--- config.mk ---
export PLATFORM = sky130hd
export DESIGN_NAME = credit_rr_allocator
export DESIGN_NICKNAME = d
export VERILOG_FILES = /design/src/rtl/credit_rr_allocator.sv
export SDC_FILE = /design/constraint.sdc
export NUM_CORES = 1
export LEC_CHECK = 0
export ABC_CLOCK_PERIOD_IN_PS = 3700
export CAP_MARGIN = 30
export CORE_MARGIN = 2
export CORE_UTILIZATION = 43
export DETAILED_ROUTE_END_ITERATION = 12
export PLACE_DENSITY = 0.77
export SETUP_SLACK_MARGIN = 0.15
export SYNTH_ARGS = -nofsm -noshare
export SYNTH_HDL_FRONTEND = slang
export SYNTH_SLANG_ARGS = --single-unit
--- constraint.sdc ---
create_clock -name clk -period 3.7 [get_ports clk]
set_input_delay 0.74 -clock clk [delete_from_list [all_inputs] [get_ports clk]]
set_output_delay 0.74 -clock clk [all_outputs]
set_load 0.02 [all_outputs]
--- src/rtl/credit_rr_allocator.sv ---
// rtl/credit_rr_allocator.sv - credit-gated round-robin output allocator; optional stall counter via CRARB_STALL_CNT_EN
module credit_rr_allocator #(
  parameter int CREDITS = 4,
  parameter int CW      = 4
) (
  input  logic          clk,
  input  logic          reset,
  input  logic [3:0]    req,
  input  logic          dn_busy,
  input  logic          credit_ret,
  output logic [3:0]    gnt,
  output logic          ena,
  output logic [CW-1:0] credits,
  output logic          ovf,
  output logic [15:0]   stall_cnt
);

  localparam logic [CW-1:0] FULL = CW'(CREDITS);

  logic [1:0] ptr;
  logic [1:0] gnt_idx;
  logic       eligible;

  // A grant is possible only with a request, an idle transmitter and a credit in hand;
  // reset masks everything so nothing leaks out while the counters are being reloaded.
  assign eligible = (|req) && !dn_busy && (credits != '0) && !reset;

  // Round-robin pick: first set request at or above ptr, wrapping from bit3 to bit0.
  always_comb begin
    logic [1:0] idx;
    logic       found;
    gnt     = '0;
    gnt_idx = '0;
    found   = 1'b0;
    idx     = '0;
    if (eligible) begin
      for (int i = 0; i < 4; i++) begin
        idx = ptr + 2'(i);
        if (!found && req[idx]) begin
          gnt[idx] = 1'b1;
          gnt_idx  = idx;
          found    = 1'b1;
        end
      end
    end
  end

  assign ena = |gnt;

  // Priority pointer moves just past the winner so the next search starts at its neighbour.
  always_ff @(posedge clk) begin
    if (reset) begin
      ptr <= '0;
    end else if (ena) begin
      ptr <= gnt_idx + 2'd1;
    end
  end

  // Credit bookkeeping: a grant consumes a slot, a return frees one; a return into a full
  // counter is a protocol error, so the count holds and the sticky overflow flag is raised.
  always_ff @(posedge clk) begin
    if (reset) begin
      credits <= FULL;
      ovf     <= 1'b0;
    end else if (ena && !credit_ret) begin
      credits <= credits - 1'b1;
    end else if (!ena && credit_ret) begin
      if (credits == FULL) begin
        ovf <= 1'b1;
      end else begin
        credits <= credits + 1'b1;
      end
    end
  end

`ifdef CRARB_STALL_CNT_EN
  // Count cycles lost purely to credit starvation; saturates rather than wrapping.
  always_ff @(posedge clk) begin
    if (reset) begin
      stall_cnt <= '0;
    end else if ((|req) && !dn_busy && (credits == '0) && (stall_cnt != 16'hFFFF)) begin
      stall_cnt <= stall_cnt + 16'd1;
    end
  end
`else
  assign stall_cnt = '0;
`endif

endmodule

# --- Word-level counts from Yosys, hierarchy flattened ---
# Index checks and enable logic that the tools add are counted.
totals:
  reg_bits: 7
  inputBits: 8
  out_inout_bits: 26
  word_cells: 86
op_classes:
  bitwise_logic: 4
  n_eq_ne: 2
  n_lt_le_gt_ge: 8
  reduce_logical: 25
  mux: 38
  add_sub_neg: 6
ops:
  columns: ["op", "count"]
  rows:
  - ["2-to-1 mux 4 bit", 11]
  - ["2-to-1 mux 1 bit", 14]
  - ["logical AND 1 bit", 12]
  - ["less-than comparator 2 x 3 -> 1 bit (second input constant)", 4]
  - ["OR 4 bit", 3]
  - ["2-to-1 mux 2 bit", 5]
  - ["binary-select mux 1 bit (select 2 bit)", 4]
  - ["demux 1 bit (select 2 bit)", 4]
  - [">= comparator 2 x 1 -> 1 bit (second input constant)", 4]
  - ["OR reduction 4 bit", 2]
  - ["logical NOT 1 bit", 7]
  - ["adder 2 x 1 -> 2 bit (second input constant)", 2]
  - ["adder 2 bit (second input constant)", 2]
  - ["adder 4 x 1 -> 4 bit (second input constant)", 1]
  - ["equality test 4 x 3 -> 1 bit (second input constant)", 1]
  - ["nonzero test 4 bit", 1]
  - ["subtractor 4 x 1 -> 4 bit (second input constant)", 1]
  - ["AND reduction 3 bit", 1]
  - ["inequality test 2 bit (second input constant)", 1]
  - ["AND reduction 2 bit", 1]
  - ["nonzero test 2 bit", 1]
  - ["NOT 1 bit", 1]

# --- Logic depth before layout (Yosys ltp) ---
# Gate-level depths: netlist of run 1.
logic_depth:
  depth_word: 22
  depth_mapped: 18
  mapped_depth_nobuf: 16

# --- Least setup slack after synthesis of run 1 ---
# No wires, ideal clock.
synth_timing:
  path_type: "reg-to-reg"
  from: "register ptr[0]"
  to: "register credits[3]"
  slack_ps: -156
  path_stages_with_launch: 18
  t_arrival_ps: 3740
  n_path_buf: 1
  required_ps: 3584
  path_cell_list: "dfxtp_1 inv_1 ha_1 buf_4 mux2i_1 and2b_2 a22o_1 a222oi_1 and4_1 a41oi_4 ha_1 ha_1 a21o_1 a21oi_1 xnor2_1 nand2_1 xor2_1 nor2_1"
synth_between:
  elab_chain_len: 21
  word_cells_on_any_way: 62
  classes_between: "add/sub (3); order compare (8); eq/ne (1); mux (31); bitwise (3); reduce/logical (16)"
synth_lines:
  columns: ["element", "line", "text"]
  rows:
  - ["from (decl)", "20", "logic [1:0] ptr;"]
  - ["from (signal assigned)", "55", "ptr <= gnt_idx + 2'd1;"]
  - ["branches (longest 14 deep; another with less-than comparator 2 x 3 -> 1 bit)", null, null]
  - ["2-to-1 mux 4 bit (*)", "39", "if (!found && req[idx]) begin"]
  - ["2-to-1 mux 4 bit (*)", "36", "if (eligible) begin"]
  - ["OR reduction 4 bit (*)", "48", "assign ena = |gnt;"]
  - ["named net ena", "12", "output logic ena,"]
  - ["logical NOT 1 bit", "67", "end else if (!ena && credit_ret) begin"]
  - ["logical AND 1 bit", "67", null]
  - ["nonzero test 2 bit (no line)", null, null]
  - ["AND reduction 2 bit (no line)", null, null]
  - ["to (signal assigned)", "66", "credits <= credits - 1'b1;"]
  - ["to (signal assigned)", "71", "credits <= credits + 1'b1;"]
  - ["to (decl)", "13", "output logic [CW-1:0] credits,"]
# Mark *: on every way through the listed nets, which the timed path passes. The select of a mux whose other input is x is not followed.
# A chain may end at the register's enable or synchronous reset.

# --- Worst setup path in the final report of run 1 ---
layout_timing:
  from: "register ptr[0]"
  to: "output ena"
layout_between:
  elab_chain_len: 17
  word_cells_on_any_way: 55
  classes_between: "add/sub (3); order compare (8); mux (30); bitwise (3); reduce/logical (11)"
layout_lines:
  columns: ["element", "line"]
  rows:
  - ["branches (longest 14 deep; another with less-than comparator 2 x 3 -> 1 bit)", null]
  - ["2-to-1 mux 4 bit (*)", "39"]
  - ["2-to-1 mux 4 bit (*)", "36"]
  - ["OR reduction 4 bit (*)", "48"]
  - ["to (decl)", "12"]
# Every way passes the cells marked *. The select of a mux whose other input is x is not followed.

==> key figures, run 1 <==
Run status
  – Outcome: finished clean

Power
  – Leakage: 0.632 nW
  – Clk pwr share: just under 8%
  – Combinational Power Share: between 70% and 80%
  – Register share of total power: between 10% and 20%
  – Worst vdd ir: approximately 400 uV
  – Cell Int Power: 483 uW
  – Psw: between 400 and 500 uW
  – Final Power: between 800 and 900 uW
  – Pwr/cell area: 591 nW/um2
  – Sw Share: between 40% and 50%

Detailed routing
  – Initial drt markers: 36
  – Vias/cell: roughly 5.3
  – DRT antenna net count: 0
  – Drc violations: 0
  – Drt wl/cell: ~13 um
  – DR vias: around 1100
  – Drt pass-1 iters: 4
  – Drt total wl: 2780 um

Placement
  – I/O Buffers: 17
  – GPL Wtd Cong: between 0.8 and 0.9
  – Pre-CTS setup slack: -0.300 ns
  – Cells after DPL: 208
  – Hpwl dp: 2080 um

Worst setup path
  – Worst Path Buf+Inv: 2
  – Family with the most delay on the worst path: compound AO/OA/AOI/OAI gates
  – CP Data Required Time: approximately 3.0 ns
  – Setup crit end kind: primary output
  – Cells along the critical path: inv_4 > ha_4 > mux2i_4 > and2b_2 > a22o_1 > a222oi_1 > and4_1 > a41oi_4 > clkdlybuf4s15_1
  – Worst EP arrival: roughly 2.7 ns
  – Critical Path Fanout Max: 8
  – Element type at the critical path start: flip-flop
  – Critical-path top delay cell: a222oi_1
  – Delay of the slowest cell on the worst path: ~0.35 ns
  – Critical path class: reg2out

Global route
  – First-pass GRT wire length: 4420 um
  – Vias in the first global route: just over 1000
  – Most Crowded Layer GR: met2
  – Overflow after GRT: 0
  – Gr usage total: 16.9%
  – Met2 Usage GRT: approximately 29%
  – Largest net degree at the start of global routing: 19
  – M3 GR Usage: 2.81%
  – Initial antenna violation count: 0
  – Met1 Use GR: 22.0%

Layout
  – Fin nets: 206
  – Diodes inserted: 0
  – Area grow syn2layout: 33.1%
  – Layout cells sized above 1: between 20% and 30%
  – End-of-flow core utilization: 60.4%
  – Final std cells w/o fill: approximately 220
  – Filler cell count in the final layout: 215

Clock network
  – CTS sink cnt: 7
  – CTS root buf: clkbuf_4
  – Htree depth: 1
  – Worst-skew pair later-pin latency: 0.25 ns
  – CTS tree: yes
  – CTS Hold Bufs: 0
  – Number of CTS-inserted buffers: 3
  – CTS max path bufs: 2
  – Clock transition at path regs: around 0.060 ns

Floorplanning
  – Core Area: 2500 um2
  – Row count: 18
  – Die ar.: 3070 um2
  – Die H: about 55 um
  – Starting Density: a little under half
  – Ports: 34
  – Die Width: about 55 um

Synth
  – Area leader, netlist: dfxtp_1
  – Post-synth cell types: 47
  – Synth top area cells: dfxtp_1, ha_1, buf_4
  – Share of the synthesized area in the top cell type: between 10% and 20%
  – EDFF count, synth: 0
  – Sequential-to-total area share from yosys stat: approximately an eighth
  – Top-count cell post-synth: buf_4
  – Synthesized area: between 1000 and 1500 um2
  – Asr flop ratio synth: 0%
  – Yosys reg bits: 7
  – Post-Synthesis Cells: between 100 and 150
  – Most used flip-flop cell after synthesis: dfxtp_1
  – Post-synth top cells: buf_4, nand2_1, nor2_1
  – Synthesized area per cell: ~7.8 um2
  – Yosys Warn Count: 0

STA
  – Final Hold Fails: 0
  – RSZ-0062 raised after global routing: no
  – Final slew viol count: 0
  – Worst setup margin: between 0.2 and 0.3 ns
  – F_max: just under 300 MHz
  – Final period utilization: between 90 and 100%
  – Clock Skew: approximately 0.0062 ns
  – Final Setup Violations: 0
  – Max_slew headroom: between 30% and 40%
  – Min Tclk post-route: ~3.4 ns
  – Measured slew at the worst slew-check pin: about 0.92 ns

Flow run
  – Max Cap Viol: 0

Min path
  – Worst hold-check path type: reg2reg
## layer usage
layer  part of all wire [%]  wire length [um]
met5                      0                 0
met4                   0.29                 8
met3                    4.1               115
met1                     46              1280
met2                     50              1380
## logic make-up after synthesis
family          share of synthesized area (%)
buf+inv                                  16.9
xor+xnor                                 3.86
fa+ha+maj                                13.9
flops                                    12.3
simple gates                             21.4
other cells                             0.330
mux                                      9.37
compound gates                           21.9
## area by class of cell
cell class,instances,area [um2],area share [%]
well taps,30,37.5,2.49
inverters,8,35.0,2.32
multi-input cells,124,935,61.9
repair buffers,42,334,22.1
clock buffers,4,26.3,1.74
flip-flops and latches,7,143,9.44
## layout by cell type (no fill, tap or decap), drive strengths merged, types with 3 or more instances in the layout
master and count:
o21ai 4, nand2b 3, clkbuf 8, mux2i 8, inv 8, dlygate4sd2 3, xnor2 3, nand2 15
buf 25, clkdlybuf4s50 8, dfxtp 7, conb 16, nor2 12, a31oi 3, o22ai 3, a21oi 7
ha 11
## registers in the layout, summed over array words and instances, names as in the netlist
name     count
ovf          1
credits      4
ptr          2
## worst paths after layout
kind                            cells past startpoint         end  slack (ns)  startpoint
worst max-delay path                                9         ena        0.27      ptr[0]
worst min-delay path                                2         ovf        0.55         ovf
worst max register to register                     16  credits[3]        0.33      ptr[0]
worst min register to register                      2         ovf        0.55         ovf
## tightest hold or removal path, cell delays in order, from the launching register on
cell and delay, ns:
dfxtp_1 0.35, a31oi_1 0.06, nor2_1 0.10
## power by group through the flow
| stage | combinational (mW) | sequential, mW | clock, mW |
|---|---|---|---|
| CTS | 0.643 | 0.130 | 0.0733 |
| finish | 0.690 | 0.133 | 0.0700 |
| global placement | 0.627 | 0.130 | 0 |
| floorplan | 0.441 | 0.149 | 0 |
| detailed placement | 0.644 | 0.131 | 0 |
| global route | 0.752 | 0.136 | 0.0751 |
## repair_timing
| item | 4_1_cts | 5_1_grt |
|---|---|---|
| resized for setup | 12 | 14 |
| setup buffers | 1 | 2 |
| endpoints found under the hold margin | 0 | 0 |
| setup endpoints to repair | 8 | 5 |
| pin swaps | 3 | 3 |
## per-stage QoR
stage / instance area, um2 / hold WS, ns / TNS, ns
2_1_floorplan: 1240 / 0.580 / 0
3_3_place_gp: 1450 / 0.462 / -0.937
3_5_place_dp: 1450 / 0.529 / -1.60
4_1_cts: 1480 / 0.544 / 0
5_1_grt: 1510 / 0.592 / 0
6_report: 1510 / 0.551 / 0
(Power assumes the default switching activity.)
==> run 2, diff against run 1 <==
--- a/config.mk
+++ b/config.mk
@@ -5,12 +5,12 @@
 export SDC_FILE = /design/constraint.sdc
 export NUM_CORES = 1
 export LEC_CHECK = 0
-export ABC_CLOCK_PERIOD_IN_PS = 3700
+export ABC_CLOCK_PERIOD_IN_PS = 4300
 export CAP_MARGIN = 30
 export CORE_MARGIN = 2
-export CORE_UTILIZATION = 43
+export CORE_UTILIZATION = 51
 export DETAILED_ROUTE_END_ITERATION = 12
-export PLACE_DENSITY = 0.77
+export PLACE_DENSITY = 0.86
 export SETUP_SLACK_MARGIN = 0.15
 export SYNTH_ARGS = -nofsm -noshare
 export SYNTH_HDL_FRONTEND = slang
==> constraint.sdc (replaced) <==
create_clock -name clk -period 4.3 [get_ports clk]
set_input_delay 0.86 -clock clk [delete_from_list [all_inputs] [get_ports clk]]
set_output_delay 0.86 -clock clk [all_outputs]
set_load 0.02 [all_outputs]
==> key figures, run 2 (synthesis results as in run 1) <==
Global route
  – Gr usage total: 20.0% (+3.2 points)
  – First-pass GRT wire length: 4110 um (-6.9%)
  – Initial antenna violation count: 0 (unchanged)
  – Vias in the first global route: 1013 (-1.4%)
  – Overflow after GRT: 0 (unchanged)
  – Largest net degree at the start of global routing: 19 (unchanged)

Power
  – Cell Int Power: 343 uW (-29%)
  – Leakage: 0.574 nW (-9.2%)
  – Sw Share: 47.9% (+2.1 points)
  – Combinational Power Share: 75.1% (-2.2 points)
  – Clk pwr share: 9.0% (+1.2 points)
  – Pwr/cell area: 484 nW/um2 (-18%)
  – Psw: 315 uW (-23%)
  – Final Power: 658 uW (-26%)
  – Worst vdd ir: 331 uV (-17%)
  – Register share of total power: 15.9% (+1.0 points)

Layout
  – Multi-input gate area: 860 um2 (-8.0%)
  – Largest register by flop count: credits
  – Largest registers: credits x4, ptr x2, ovf x1
  – Diodes inserted: 0 (unchanged)
  – Filler cell count in the final layout: 196 (-8.8%)
  – Fin area: 1360 um2 (-9.9%)
  – Max FFs per register: 4 (unchanged)
  – Area grow syn2layout: 19.8%
  – Layout cells sized above 1: 14.5% (-14 points)
  – Register Area: 140 um2 (-1.8%)
  – Commonest non-fill, non-tap cell in the layout: conb_1
  – Final std cells w/o fill: 201 (-6.5%)
  – End-of-flow core utilization: 63.3% (+2.9 points)
  – Most frequent cells in the layout: conb_1, nand2_1, clkdlybuf4s50_1
  – Fin nets: 194 (-5.8%)

Floorplanning
  – Starting Density: 52.8% (+7.4 points)
  – Row count: 17 (-1)
  – Ports: 34 (unchanged)
  – Core Area: 2150 um2 (-14%)
  – Die Width: 51.2 um (-7.6%)
  – Die H: 51.2 um (-7.6%)
  – Die ar.: 2620 um2 (-15%)

Worst setup path
  – CP Capture Point: gnt[3]
  – Worst Path Buf+Inv: 4 (+2)
  – Delay of the slowest cell on the worst path: 0.53 ns (+0.18 ns)
  – Crit path depth: 9 (unchanged)
  – Crit. Startpoint: req[3]
  – Critical Path Fanout Max: 4 (-4)
  – Critical-path top delay cell: clkdlybuf4s50_1
  – Family with the most delay on the worst path: buffers and inverters
  – FF-to-FF path depth: 16 (unchanged)
  – Critical path class: in2out
  – Element type at the critical path start: input pin
  – CP Data Required Time: 3.44 ns (+0.48 ns)
  – Reg2Reg Launch Point: ptr[0]
  – Cells along the critical path: clkdlybuf4s50_1 > mux2i_1 > and2_4 > a22o_1 > buf_4 > a221oi_1 > buf_4 > a21oi_1 > clkdlybuf4s50_1
  – Worst EP arrival: 3.19 ns (+0.50 ns)
  – Setup crit end kind: primary output
  – Internal reg-to-reg setup slack: 0.41 ns (+0.08 ns)
  – FF-to-FF End: credits[3]

Min path
  – Worst hold-check path type: reg2reg

STA
  – Worst setup margin: 0.247 ns (-0.0280 ns)
  – Hold_ws: 0.472 ns (-0.0794 ns)
  – Final Setup Violations: 0 (unchanged)
  – Final Hold Fails: 0 (unchanged)
  – Measured slew at the worst slew-check pin: 0.515 ns (-0.410 ns)
  – Setup_tns: 0 ns (unchanged)
  – Min Tclk post-route: between 4 and 5 ns
  – RSZ-0062 raised after global routing: yes
  – Final slew viol count: 0 (unchanged)
  – Max_slew headroom: 65.5% (+28 points)
  – Final period utilization: a little over nine tenths
  – F_max: between 200 and 250 MHz
  – Clock Skew: 0.00175 ns (-0.00444 ns)

Clock network
  – Worst-skew pair later-pin latency: 0.24 ns (about the same)
  – CTS Hold Bufs: 0 (unchanged)
  – CTS tree: yes
  – CTS max path bufs: 2 (unchanged)
  – CTS root buf: clkbuf_4
  – Number of CTS-inserted buffers: 3 (unchanged)
  – Clock transition at path regs: 0.05 ns (about the same)
  – CTS sink cnt: 7 (unchanged)
  – Htree depth: 1 (unchanged)
  – Setup Fix Bufs, Post-CTS: 0 (-1)

Placement
  – Placed cell area: 1330 um2 (-8.4%)
  – I/O Buffers: 17 (unchanged)
  – Hpwl dp: 1970 um (-5.3%)
  – Pre-CTS setup slack: -0.0495 ns (+0.251 ns)
  – GPL Wtd Cong: 0.833 (-1.3%)
  – Cells after DPL: 197 (-5.3%)

Flow run
  – Max Cap Viol: 0 (unchanged)

Detailed routing
  – DR vias: 1080 (-5.9%)
  – Drt total wl: 2470 um (-11%)
  – DRT antenna net count: 0 (unchanged)
  – Drt wl/cell: 12.3 um (-5.1%)
  – Drc violations: 0 (unchanged)
  – Initial drt markers: 14 (-61%)
  – Vias/cell: 5.37 (+0.63%)
  – Drt pass-1 iters: 7 (+3)

Run status
  – Outcome: finished clean
==> run 2: cell types whose count changed in the layout (fill, tap and decap cells not counted), moves of 2 or more <==
cell | previous run | this run
buf_4 | 25 | 12
clkdlybuf4s50_1 | 8 | 14
clkbuf_2 | 4 | 0
ha_1 | 8 | 11
ha_4 | 3 | 0
clkdlybuf4s15_1 | 2 | 0
dfxtp_1 | 5 | 7
dfxtp_2 | 2 | 0
dlygate4sd2_1 | 3 | 1
dlymetal6s2s_1 | 0 | 2
inv_1 | 6 | 8
inv_4 | 2 | 0
mux2i_1 | 6 | 8
==> run 2: worst min path at each step <==
| stage | start | to | slack, ns | depth (start not counted) |
|---|---|---|---|---|
| CTS | ovf | ovf | 0.48 | 2 |
| finish | ovf | ovf | 0.47 | 2 |
| global placement | ovf | ovf | 0.45 | 2 |
| floorplan | ovf | ovf | 0.58 | 2 |
| global route | ovf | ovf | 0.50 | 2 |
| detailed placement | ovf | ovf | 0.47 | 2 |
==> run 2: power groups by stage <==
stage	registers [mW]	logic, mW	clock network (mW)
after floorplan	0.124	0.352	0
after global placement	0.105	0.472	0
after detailed placement	0.106	0.490	0
after CTS	0.105	0.490	0.0611
after global routing	0.108	0.542	0.0648
final	0.105	0.494	0.0592
==> run 2: worst min-delay path: cells and delay by family, from the launching register on <==
kind / cells / cell delay [ns]
DFF: 1 / 0.33
and+or+nand+nor: 1 / 0.07
AOI/OAI and AO/OA: 1 / 0.04
==> run 2: timing repair <==
item | CTS | global route
resized for setup | 1 | 2
setup endpoints to repair | 1 | 7
endpoints found under the hold margin | 0 | 0
==> run 2: layer usage <==
metal,vias up,track usage [%],part of all wire (%)
li1,538,-,-
met1,505,22.7,42
met2,37,38.5,53
met3,0,1.75,4.5
met4,0,6.76,0
met5,-,0,0
==> run 2: layout make-up <==
class,count,area share [%]
sequential,7,10.3
multi-input combinational,124,63.2
clock buffer,4,1.93
inverter,8,2.21
tap,28,2.58
timing repair buffer,30,19.8
==> run 3, diff against run 2 <==
--- a/config.mk
+++ b/config.mk
@@ -12,6 +12,8 @@
 export DETAILED_ROUTE_END_ITERATION = 12
 export PLACE_DENSITY = 0.86
 export SETUP_SLACK_MARGIN = 0.15
+export SKIP_CTS_REPAIR_TIMING = 1
+export SLEW_MARGIN = 20
 export SYNTH_ARGS = -nofsm -noshare
 export SYNTH_HDL_FRONTEND = slang
 export SYNTH_SLANG_ARGS = --single-unit
==> key figures, run 3 (synthesis results as in run 1) <==
Run status
  – Outcome: finished clean

Global route
  – Vias in the first global route: 1020 (+0.69%)
  – Met1 Use GR: 23.8% (+1.1 points)
  – Met2 Usage GRT: 37.2% (-1.3 points)
  – First-pass GRT wire length: 4160 um (+1.2%)
  – Initial antenna violation count: 0 (unchanged)
  – Gr usage total: 20.2% (+0.12 points)
  – Most Crowded Layer GR: met2
  – M3 GR Usage: 2.05% (+0.29 points)
  – Overflow after GRT: 0 (unchanged)
  – Largest net degree at the start of global routing: 19 (unchanged)

Placement
  – Hpwl dp: 2000 um (+1.5%)
  – I/O Buffers: 17 (unchanged)
  – Pre-CTS setup slack: -0.0803 ns (-0.0308 ns)
  – GPL Wtd Cong: 0.833 (unchanged)

Detailed routing
  – Drt wl/cell: 12.9 um (+5.1%)
  – Drc violations: 0 (unchanged)
  – Drt total wl: 2610 um (+5.6%)
  – DR vias: 1079 (-0.093%)
  – DRT antenna net count: 0 (unchanged)
  – Drt pass-1 iters: 4 (-3)
  – Initial drt markers: 31 (+17)
  – Vias/cell: 5.34 (-0.59%)

Min path
  – Worst hold-check path type: reg2reg
  – Worst Hold Path Cells: 2 (unchanged)

Layout
  – Commonest non-fill, non-tap cell in the layout: conb_1
  – Largest register by flop count: credits
  – Register Area: 140 um2 (unchanged)
  – Filler cell count in the final layout: 179 (-8.7%)
  – Multi-input gate area: 868 um2 (+1.0%)
  – Most frequent cells in the layout: conb_1, nand2_1, buf_4
  – Max FFs per register: 4 (unchanged)
  – Fin nets: 195 (+0.52%)
  – Layout cells sized above 1: 16.7% (+2.2 points)
  – Largest registers: credits x4, ptr x2, ovf x1
  – Area grow syn2layout: 22.1%
  – Diodes inserted: 0 (unchanged)

Worst setup path
  – Element type at the critical path start: flip-flop
  – FF-to-FF path depth: 16 (unchanged)
  – Delay of the slowest cell on the worst path: 0.46 ns (-0.07 ns)
  – Most Frequent Cell on Critical Path: ha_2
  – Crit path depth: 16 (+7)
  – Setup crit end kind: flip-flop
  – Cells along the critical path: inv_1 > ha_2 > mux2i_1 > nor3_1 > o21bai_1 > a222oi_1 > and4_1 > a41oi_4 > ha_2 > buf_4 > ha_1 > a21oi_1 > xnor2_1 > nand2_1 > xor2_1 > nor2_1
  – CP Data Required Time: 4.42 ns (+0.98 ns)
  – Family with the most delay on the worst path: adder cells
  – Critical Path Fanout Max: 9 (+5)
  – Worst Path Buf+Inv: 2 (-2)
  – Worst EP arrival: 3.93 ns (+0.74 ns)
  – Critical-path top delay cell: ha_2
  – Critical path class: reg2reg

STA
  – Final Hold Fails: 0 (unchanged)
  – Measured slew at the worst slew-check pin: 0.693 ns (+0.179 ns)
  – Clock Skew: 0.000337 ns (-0.00141 ns)
  – Max_slew headroom: 53.2% (-12 points)
  – Min Tclk post-route: 3.81 ns (-0.241 ns)
  – F_max: 262 MHz (+6.3%)
  – Final period utilization: 88.7% (-5.6 points)
  – RSZ-0062 raised after global routing: no
  – Final slew viol count: 0 (unchanged)
  – Worst setup margin: 0.487 ns (+0.241 ns)
  – Final Setup Violations: 0 (unchanged)

Clock network
  – CTS root buf: clkbuf_4
  – CTS max path bufs: 2 (unchanged)
  – Htree depth: 1 (unchanged)
  – Clock transition at path regs: 0.05 ns (about the same)
  – Worst-skew pair later-pin latency: 0.24 ns (about the same)
  – CTS tree: yes
  – Number of CTS-inserted buffers: 3 (unchanged)
  – CTS sink cnt: 7 (unchanged)

Floorplanning
  – Die Width: 51.2 um (unchanged)
  – Die H: 51.2 um (unchanged)
  – Row count: 17 (unchanged)
  – Ports: 34 (unchanged)
  – Starting Density: 52.8% (unchanged)
  – Core Area: 2150 um2 (unchanged)
  – Die ar.: 2620 um2 (unchanged)

Power
  – Leakage: 0.598 nW (+4.1%)
  – Pwr/cell area: 487 nW/um2 (+0.72%)
  – Final Power: 675 uW (+2.6%)
  – Worst vdd ir: 340 uV (+2.7%)

Flow run
  – Max Cap Viol: 0 (unchanged)
## run 3: power breakdown
| part | internal [mW] | total (mW) | switching [mW] |
|---|---|---|---|
| clock network | 0.0353 | 0.0575 | 0.0222 |
| logic | 0.235 | 0.510 | 0.275 |
| registers | 0.0847 | 0.107 | 0.0221 |
## run 3: final timing paths
kind,from,to,slack (ns)
setup / recovery,ptr[0],credits[3],0.49
hold / removal,ovf,ovf,0.50
setup reg to reg,ptr[0],credits[3],0.49
hold reg to reg,ovf,ovf,0.50
## run 3: routing by layer
metal	wire, um	vias to the layer above
met4	0	0
met1	1100	501
li1	-	537
met2	1370	41
met5	0	-
met3	136	0
## run 3: worst reg2reg max path, delay by kind of cell, from the launching register on
| kind | cells | cell delay, ns |
|---|---|---|
| fa+ha+maj | 3 | 0.99 |
| compound gates | 4 | 0.93 |
| simple gates | 4 | 0.56 |
| xor+xnor | 2 | 0.36 |
| flops | 1 | 0.32 |
| mux | 1 | 0.29 |
| buf+inv | 2 | 0.27 |
## run 3: layout make-up
type                       count  share of cell area, %
multi-input combinational    124                   62.7
timing repair buffer          31                   20.6
sequential                     7                   10.1
tap                           28                   2.53
inverter                       8                   2.17
clock buffer                   4                   1.90
## run 3: stage by stage
step / util (%) / hold WS, ns / TNS (ns) / area [um2] / cells
floorplan: - / 0.580 / 0 / 1190 / 161
global route: 64.5 / 0.510 / 0 / 1390 / 202
finish: 64.5 / 0.496 / 0 / 1390 / 202
CTS: 63.1 / 0.474 / -0.0610 / 1360 / 201
global placement: 61.7 / 0.446 / 0 / 1330 / 196
detailed placement: 61.9 / 0.462 / -0.136 / 1330 / 197
